**src/rtl/fc_layer_sequencer.sv**
```systemverilog
// Sequencer for one fully-connected layer that time-shares a single MAC unit across all output neurons.
// Each neuron gets a bias load, IFM_DEPTH multiply-accumulates, a pipeline drain and one output write.
module fc_layer_sequencer #(
  parameter int IFM_DEPTH   = 84,
  parameter int NUM_NEURONS = 10,
  parameter int RD_LAT      = 1,
  parameter int MAC_LATENCY = 2,
  parameter int IN_ADDR_W   = $clog2(IFM_DEPTH),
  parameter int N_ADDR_W    = (NUM_NEURONS > 1) ? $clog2(NUM_NEURONS) : 1,
  parameter int WM_ADDR_W   = $clog2(IFM_DEPTH * NUM_NEURONS)
) (
  input  logic                 clk,
  input  logic                 reset,
  input  logic                 start,
  output logic                 ready_to_previous,
  output logic                 ifm_rd_en,
  output logic [IN_ADDR_W-1:0] ifm_addr,
  output logic                 wm_rd_en,
  output logic [WM_ADDR_W-1:0] wm_addr,
  output logic                 bias_rd_en,
  output logic [N_ADDR_W-1:0]  bias_addr,
  output logic                 mac_load_bias,
  output logic                 mac_acc_en,
  input  logic                 next_ready,
  output logic                 ofm_wr_en,
  output logic [N_ADDR_W-1:0]  ofm_wr_addr,
  output logic                 layer_done
);

  localparam int DRAIN_LEN = RD_LAT + MAC_LATENCY;
  localparam int DRAIN_W   = $clog2(DRAIN_LEN) + 1;
  localparam logic [IN_ADDR_W-1:0] I_LAST     = IN_ADDR_W'(IFM_DEPTH - 1);
  localparam logic [N_ADDR_W-1:0]  N_LAST     = N_ADDR_W'(NUM_NEURONS - 1);
  localparam logic [DRAIN_W-1:0]   DRAIN_INIT = DRAIN_W'(DRAIN_LEN - 1);

  typedef enum logic [2:0] {S_IDLE, S_BIAS, S_ACC, S_DRAIN, S_WRITE, S_DONE} state_t;

  state_t               state, state_nxt;
  logic [IN_ADDR_W-1:0] i_cnt;
  logic [N_ADDR_W-1:0]  n_cnt;
  logic [WM_ADDR_W-1:0] wm_cnt;
  logic [DRAIN_W-1:0]   drain_cnt;
  logic [RD_LAT-1:0]    bias_vld_p;
  logic [RD_LAT-1:0]    acc_vld_p;

  always_ff @(posedge clk) begin
    if (!reset) state <= S_IDLE;
    else        state <= state_nxt;
  end

  always_comb begin
    state_nxt         = state;
    ready_to_previous = 1'b0;
    ifm_rd_en         = 1'b0;
    wm_rd_en          = 1'b0;
    bias_rd_en        = 1'b0;
    ofm_wr_en         = 1'b0;
    layer_done        = 1'b0;
    case (state)
      S_IDLE: begin
        ready_to_previous = 1'b1;
        if (start) state_nxt = S_BIAS;
      end
      S_BIAS: begin
        bias_rd_en = 1'b1;
        state_nxt  = S_ACC;
      end
      S_ACC: begin
        ifm_rd_en = 1'b1;
        wm_rd_en  = 1'b1;
        if (i_cnt == I_LAST) state_nxt = S_DRAIN;
      end
      S_DRAIN: begin
        if (drain_cnt == '0) state_nxt = S_WRITE;
      end
      S_WRITE: begin
        ofm_wr_en = next_ready;
        if (next_ready) state_nxt = (n_cnt == N_LAST) ? S_DONE : S_BIAS;
      end
      S_DONE: begin
        layer_done = 1'b1;
        state_nxt  = S_IDLE;
      end
      default: state_nxt = S_IDLE;
    endcase
  end

  // wm_cnt runs across neurons, so it lands on (n+1)*IFM_DEPTH without a multiplier
  always_ff @(posedge clk) begin
    if (!reset) begin
      i_cnt     <= '0;
      n_cnt     <= '0;
      wm_cnt    <= '0;
      drain_cnt <= '0;
    end else begin
      case (state)
        S_IDLE: begin
          if (start) begin
            i_cnt  <= '0;
            n_cnt  <= '0;
            wm_cnt <= '0;
          end
        end
        S_ACC: begin
          wm_cnt <= wm_cnt + WM_ADDR_W'(1);
          if (i_cnt == I_LAST) begin
            i_cnt     <= '0;
            drain_cnt <= DRAIN_INIT;
          end else begin
            i_cnt <= i_cnt + IN_ADDR_W'(1);
          end
        end
        S_DRAIN: begin
          if (drain_cnt != '0) drain_cnt <= drain_cnt - DRAIN_W'(1);
        end
        S_WRITE: begin
          if (next_ready && (n_cnt != N_LAST)) n_cnt <= n_cnt + N_ADDR_W'(1);
        end
        S_DONE: begin
          n_cnt  <= '0;
          wm_cnt <= '0;
        end
        default: ;
      endcase
    end
  end

  // Read-latency alignment: stage p0 captures the strobe, stage p(RD_LAT-1) drives the MAC
  always_ff @(posedge clk) begin
    if (!reset) begin
      bias_vld_p <= '0;
      acc_vld_p  <= '0;
    end else begin
      bias_vld_p[0] <= bias_rd_en;
      acc_vld_p[0]  <= ifm_rd_en;
      for (int k = 1; k < RD_LAT; k++) begin
        bias_vld_p[k] <= bias_vld_p[k-1];
        acc_vld_p[k]  <= acc_vld_p[k-1];
      end
    end
  end

  assign mac_load_bias = bias_vld_p[RD_LAT-1];
  assign mac_acc_en    = acc_vld_p[RD_LAT-1];
  assign ifm_addr      = i_cnt;
  assign wm_addr       = wm_cnt;
  assign bias_addr     = n_cnt;
  assign ofm_wr_addr   = n_cnt;

endmodule

```
**config.mk**
```make
export PLATFORM = sky130hd
export DESIGN_NAME = fc_layer_sequencer
export DESIGN_NICKNAME = d
export VERILOG_FILES = /design/src/rtl/fc_layer_sequencer.sv
export SDC_FILE = /design/constraint.sdc
export NUM_CORES = 1
export LEC_CHECK = 0
export ABC_AREA = 1
export CAP_MARGIN = 20
export CORE_MARGIN = 2
export CORE_UTILIZATION = 36
export DETAILED_ROUTE_END_ITERATION = 12
export PLACE_DENSITY = 0.64
export SETUP_SLACK_MARGIN = 0.1
export SYNTH_ARGS = -nofsm -noshare
export SYNTH_HDL_FRONTEND = slang
export SYNTH_SLANG_ARGS = --single-unit
```
**constraint.sdc**
```tcl
create_clock -name clk -period 3.28 [get_ports clk]
set_input_delay 0.656 -clock clk [delete_from_list [all_inputs] [get_ports clk]]
set_output_delay 0.656 -clock clk [all_outputs]
set_load 0.05 [all_outputs]
```
==> out/metrics.yaml <==
first_iter_violations: 62
final_max_slew_viol_count: 0
ir_drop_mv: 0.2861
drc: 0
use_met3_pct: 5.249
cts_root_buffer: "clkbuf_8"
grt_start_max_net_pins: 20
yosysWarnings: 0
grt.busiest_layer: "met2"
synthTopCellsByCount: "64 x nand2_1, 37 x nor2_1, 32 x inv_1, 29 x dfxtp_1, 29 x nand3_1"
start_util_pct: 36.78
timing.final.crit_period_ns: 2.738
grt_pass1_wl_um: 6527
finalPower_mw: 1.705
wl_per_cell_um: 10.61
final_antenna_net_count: 0
crit_type: "input port to output port"
critPathMaxStageDelay_ns: 0.80
grtUsageTotal_pct: 15.90
dr_total_vias: 1663
clock_skew_ns: 0.003884
grt_pass1_vias: 1472
worst_path_most_repeated_cell: "clkdlybuf4s50_1"
clk_latency_ns: 0.28
yosysTopAreaCell: "dfxtp_1"
finalSetupViolations: 0
powerDensity_mw_per_mm2: 782.1
drive_gt1_share_pct: 8.638
tightest_slew_ns: 0.5026
required_ns: 2.62
viasPerCell: 4.685
ctsLongestPathBuffers: 2
num_rows: 25
wl_um: 3766
ys_ff_latch: 29
cts_hold_buf: 0
cts.sinks: 29
place_ws_ns: 0.5438
numPortBuffers: 36
cts.htree.levels: 2
area_delta_synth_final_pct: 27.99
synth_cells: 265
critPathLaunchType: "input port"
maxCapViolCount: 0
ys_seq_area_share_pct: 34.09
slew_headroom_pct: 66.39
nNetsFinal: 310
finalCritPeriodShare_pct: 83.47
worstSetupEndpointType: "output port"
setup_tns_ns: 0
fillers: 477
fmax_mhz: 365.3
cts_resized: 0
p_leak_nw: 0.9155
diodes: 0
crit_chain: "clkdlybuf4s50_1 -> inv_1 -> nor2_1 -> clkdlybuf4s50_1"
antenna_found_initial: 0
syn_avg_cell_area_um2: 6.426
numCtsBuffers: 5
synthesis.area_mm2: 0.001703
gp_congestion: 0.8285
cts_setup_buffers: 0
yosysMostFrequentCell: "nand2_1"
async_reset_ff_share_pct: 0
path_max_fanout: 2
hpwl_um: 2681
die_w_um: 72.78
synth_area_leaders: "dfxtp_1 34%, nand2_1 14%, nand3_1 8.5%"
synth-edff-count: 0
outcome: "finished clean"
placed_cells: 347
dr.pass1.iters: 4
tritoncts: "built"
synth_cell_type_count: 26
grt_util_met1_pct: 20.80
core_area_mm2: 0.004629
hold_viol_final: 0
fin_cells: 355
overflow: 0
synth_top_cell_area_share_pct: 34.09
critPathArrivalTime_ns: 2.08
pin_count: 37
die_area_mm2: 0.005296
rsz0062_at_grt: "false"
grt_use_met2_pct: 23.64
synth_nets: 275
die_y_um: 72.78
synthFlopType: "dfxtp_1"
crit_slowest_cell: "clkdlybuf4s50_1"
fin_ws_ns: 0.5422
worstHoldPathType: "flip-flop to flip-flop"
clkTransAtPathRegs_ns: 0.06
placed cells by master, fill, tap and decap left out:
cell type | synthesis | routed
nand2_1 | 64 | 64
nor2_1 | 37 | 37
clkdlybuf4s50_1 | 0 | 36
inv_1 | 32 | 32
nand3_1 | 29 | 29
dfxtp_1 | 29 | 29
a21oi_1 | 18 | 18
o21ai_0 | 9 | 9
inv_2 | 7 | 7
clkbuf_8 | 0 | 7
ha_1 | 6 | 6
nand4_1 | 4 | 4
o21ai_1 | 3 | 3
nand2_4 | 2 | 2
nor2_2 | 2 | 2
nand2_2 | 2 | 2
nand3_2 | 2 | 2
nand3b_1 | 2 | 2
xnor2_1 | 2 | 2
nor3_1 | 2 | 2
nor2_4 | 1 | 1
o21ai_2 | 1 | 1
clkinv_1 | 1 | 1
o21bai_1 | 1 | 1
clkinv_2 | 0 | 1
buf_4 | 5 | 1
worst max-delay path: cells and delay by family:
family	cells	cell delay [ns]
buf+inv	3	1.34
simple gates	1	0.09
stage by stage:
| step | hold WS, ns | util [%] | instance area [µm²] |
|---|---|---|---|
| after floorplan | 0.4351 | - | 1703 |
| after global placement | 0.4454 | 44.89 | 2078 |
| after detailed placement | 0.4523 | 44.89 | 2078 |
| after CTS | 0.4621 | 47.08 | 2180 |
| after global routing | 0.4936 | 47.08 | 2180 |
| final | 0.4609 | 47.08 | 2180 |
per-layer routing:
metal  share of wire (%)  wire, µm
met5                   0         0
met4                 2.5        94
met3                 5.4       204
met2                  43      1627
met1                  49      1839
path summary, 6_finish.rpt:
check             slack (ns)                   endpoint                       from  depth (start not counted)
setup / recovery        0.54                  ofm_wr_en                 next_ready                          4
hold / removal          0.46  drain_cnt[0]$_SDFFE_PN0P_  drain_cnt[0]$_SDFFE_PN0P_                          2
setup reg to reg        1.79  drain_cnt[1]$_SDFFE_PN0P_      state[2]$_SDFFE_PN0P_                          7
hold reg to reg         0.46  drain_cnt[0]$_SDFFE_PN0P_  drain_cnt[0]$_SDFFE_PN0P_                          2
where the power goes:
group,internal (mW),switching (mW),total [mW]
Sequential,0.407,0.0806,0.488
Clock,0.189,0.143,0.333
Combinational,0.277,0.607,0.884
flip-flops by register name, summed over array words and instances, names as in the netlist:
| signal | flops |
|---|---|
| state | 3 |
| drain_cnt | 3 |
| ifm_addr | 7 |
| mac_load_bias | 1 |
| mac_acc_en | 1 |
| wm_addr | 10 |
| bias_addr | 4 |
final cells by class:
cell class / count / area, µm² / area share [%]
sequential: 29 / 580.6 / 26.64
clock buffer: 7 / 96.34 / 4.420
timing repair buffer: 37 / 367.9 / 16.88
tap: 54 / 67.56 / 3.100
inverter: 40 / 150.1 / 6.889
multi-input combinational: 187 / 912.1 / 41.85
clock inverter: 1 / 5.005 / 0.2296
kinds of logic after synthesis:
kind of cell	synth area share (%)
xor+xnor	1.029
fa+ha+maj	4.408
compound gates	9.772
buf+inv	12.34
flops	34.09
simple gates	38.35
(Power assumes the default switching activity.)
==> RTL change, RTL diff (same flow settings) <==
Change the parameter `RD_LAT` from 1 to 2. Comments in the files are not updated.
--- a/src/rtl/fc_layer_sequencer.sv
+++ b/src/rtl/fc_layer_sequencer.sv
@@ -3,7 +3,7 @@
 module fc_layer_sequencer #(
   parameter int IFM_DEPTH   = 84,
   parameter int NUM_NEURONS = 10,
-  parameter int RD_LAT      = 1,
+  parameter int RD_LAT      = 2,
   parameter int MAC_LATENCY = 2,
   parameter int IN_ADDR_W   = $clog2(IFM_DEPTH),
   parameter int N_ADDR_W    = (NUM_NEURONS > 1) ? $clog2(NUM_NEURONS) : 1,
Formal check against the unedited RTL: not equivalent (Yosys sat finds a counterexample within 4 cycles, from zero or initial values and one cycle with reset low).
==> RTL change against the unedited design <==
  * Maximum frequency up 0.29%
  * Routed wire length decreased by 0.56%
  * Synthesized area increased by 2.0%
  * Non-clock buffer count grew 1
  * Setup slack improved by 0.0079 ns
  * Critical path type is now reg2out
  * Power grew 5.5%
  * Clock power up 17%
  * Clock skew is 0.00082 ns higher
  * Design area up 2.2%
  * Sequential cell count increased by 2
  * Largest cell class unchanged
  * Largest power group unchanged
  * Register-to-register slack got worse by 0.05 ns
==> RTL change: results (changes against the unedited design) <==
* Status: complete, no violations
* Multi-input gate share of total cell area at 41.8% (-0.074 points)
* Int Pwr at 964 uW (+10%)
* Max FO, Critical Path at 13 (+11)
* Seq cells at 31 (+6.9%)
* Syn Nets at 262 (-4.7%)
* Inverters at 31 (-23%)
* GP Congestion at 0.801 (-3.4%)
* R2R setup slack at 1.74 ns (-0.05 ns)
* Met2 WL post-DR at 1.63 mm (-0.12%)
* Post-DP HPWL at 2.73 mm (+1.6%)
* Sequential share of cell area at 27.8% (+1.2 points)
* Dpl ws at 0.569 ns (+0.0255 ns)
* Number of unique standard cell types used by synthesis at 28 (+7.7%)
* Launch point of the critical path: state[2]
* Seq/Total Area, Yosys at 35.7% (+1.6 points)
* Root Buffer: clkbuf_8
* Worst reg-to-reg path cell count at 8 (+1)
* Slowest-stage cell, CP: clkdlybuf4s50_1
* Hold endpoint: bias_vld_p[1]
* Initial DRC Count at 67 (+8.1%)
* Asr flop ratio synth at 0% (unchanged)
* Clock buf count at 6 (-1)
* GRT Util Overall at 14.9% (-1.0 points)
* Clock-cell share at 5.28% (+0.63 points)
* Compound-Gate Fraction of Synth Area at 12.0% (+2.3 points)
* Vias per std cell at 4.72 (+0.68%)
* Met3 GRT Util at 4.12% (-1.1 points)
* Top post-synthesis cells by count: nand2_1 (56), dfxtp_1 (31), nor2_1 (30)
* Largest net degree at the start of global routing at 18 (-10%)
* Post-synthesis adder-cell area fraction at 4.32% (-0.086 points)
* RR Endpoint: drain_cnt[0]
* Max reg flops at 10 (unchanged)
* NonClk Buf Share at 16.8% (-0.033 points)
* Vias in the first global route at 1381 (-6.2%)
* Layout Cells excl Fill at 342 (-3.7%)
* Pwr per Cell Area at 807 nW/um^2 (+3.2%)
* Filler cells at 481 (+0.84%)
* M2 GR Usage at 22.3% (-1.3 points)
* Slowest stage delay, CP at 0.85 ns (+0.05 ns)
* Worst Min Path Start: bias_vld_p[0]
* First-pass GRT wire length at 6.16 mm (-5.6%)
* Multi-input logic cell count at 180 (-3.7%)
* Fraction of layout cells with a size suffix above 1 at 11.8% (+3.2 points)
* Xor/xnor cell area share of the yosys netlist at 1.01% (-0.020 points)
* Total routed wirelength at 3.75 mm (-0.56%)
* Routed wl met3 at 177 um (-13%)
* # placed instances at 334 (-3.7%)
* Final Skew at 0.00471 ns (+0.000822 ns)
* Top cells by area, synth: dfxtp_1 (36%), nand2_1 (12%), nand3_1 (7.2%), nor2_1 (6.5%), a21oi_1 (5.8%)
* Nonclk buf count at 38 (+2.7%)
* Met1 WL at 1.90 mm (+3.2%)
* VDD IR-drop max at 0.575 mV (+100%)
* Combinational Power Share at 49.3% (-2.6 points)
* Global Route met1 Usage at 20.0% (-0.77 points)
* Sequential power at 522 uW (+7.0%)
* Nets@finish at 297 (-4.2%)
RTL change: changes by cell type after synthesis, sizes merged, moves of 2 or more:
cell   before  now
nand3      31   25
nand2      68   64
o21ai      13   15
inv        39   30
a21oi      18   20
nor2       40   37
dfxtp      29   31
RTL change: logic make-up after synthesis:
group | count (synthesis)
buffers and inverters | 41
adder cells (fa/ha/maj) | 6
XOR/XNOR | 2
flip-flops | 31
AND/OR/NAND/NOR | 135
AO/OA/AOI/OAI | 37
RTL change: through the flow:
stage               cell area (um^2)  hold slack (ns)
finish                          2230            0.417
global route                    2230            0.440
CTS                             2230            0.421
detailed placement              2110            0.404
global placement                2110            0.399
floorplan                       1740            0.390
RTL change: worst max-delay path by stage:
stage                   endpoint  slack [ns]  cells past startpoint
2_1_floorplan  ready_to_previous        1.13                      1
3_3_place_gp           ofm_wr_en        0.57                      4
3_5_place_dp           ofm_wr_en        0.57                      4
4_1_cts                ifm_rd_en        0.55                      4
5_1_grt                ifm_rd_en        0.47                      4
6_report               ifm_rd_en        0.55                      4
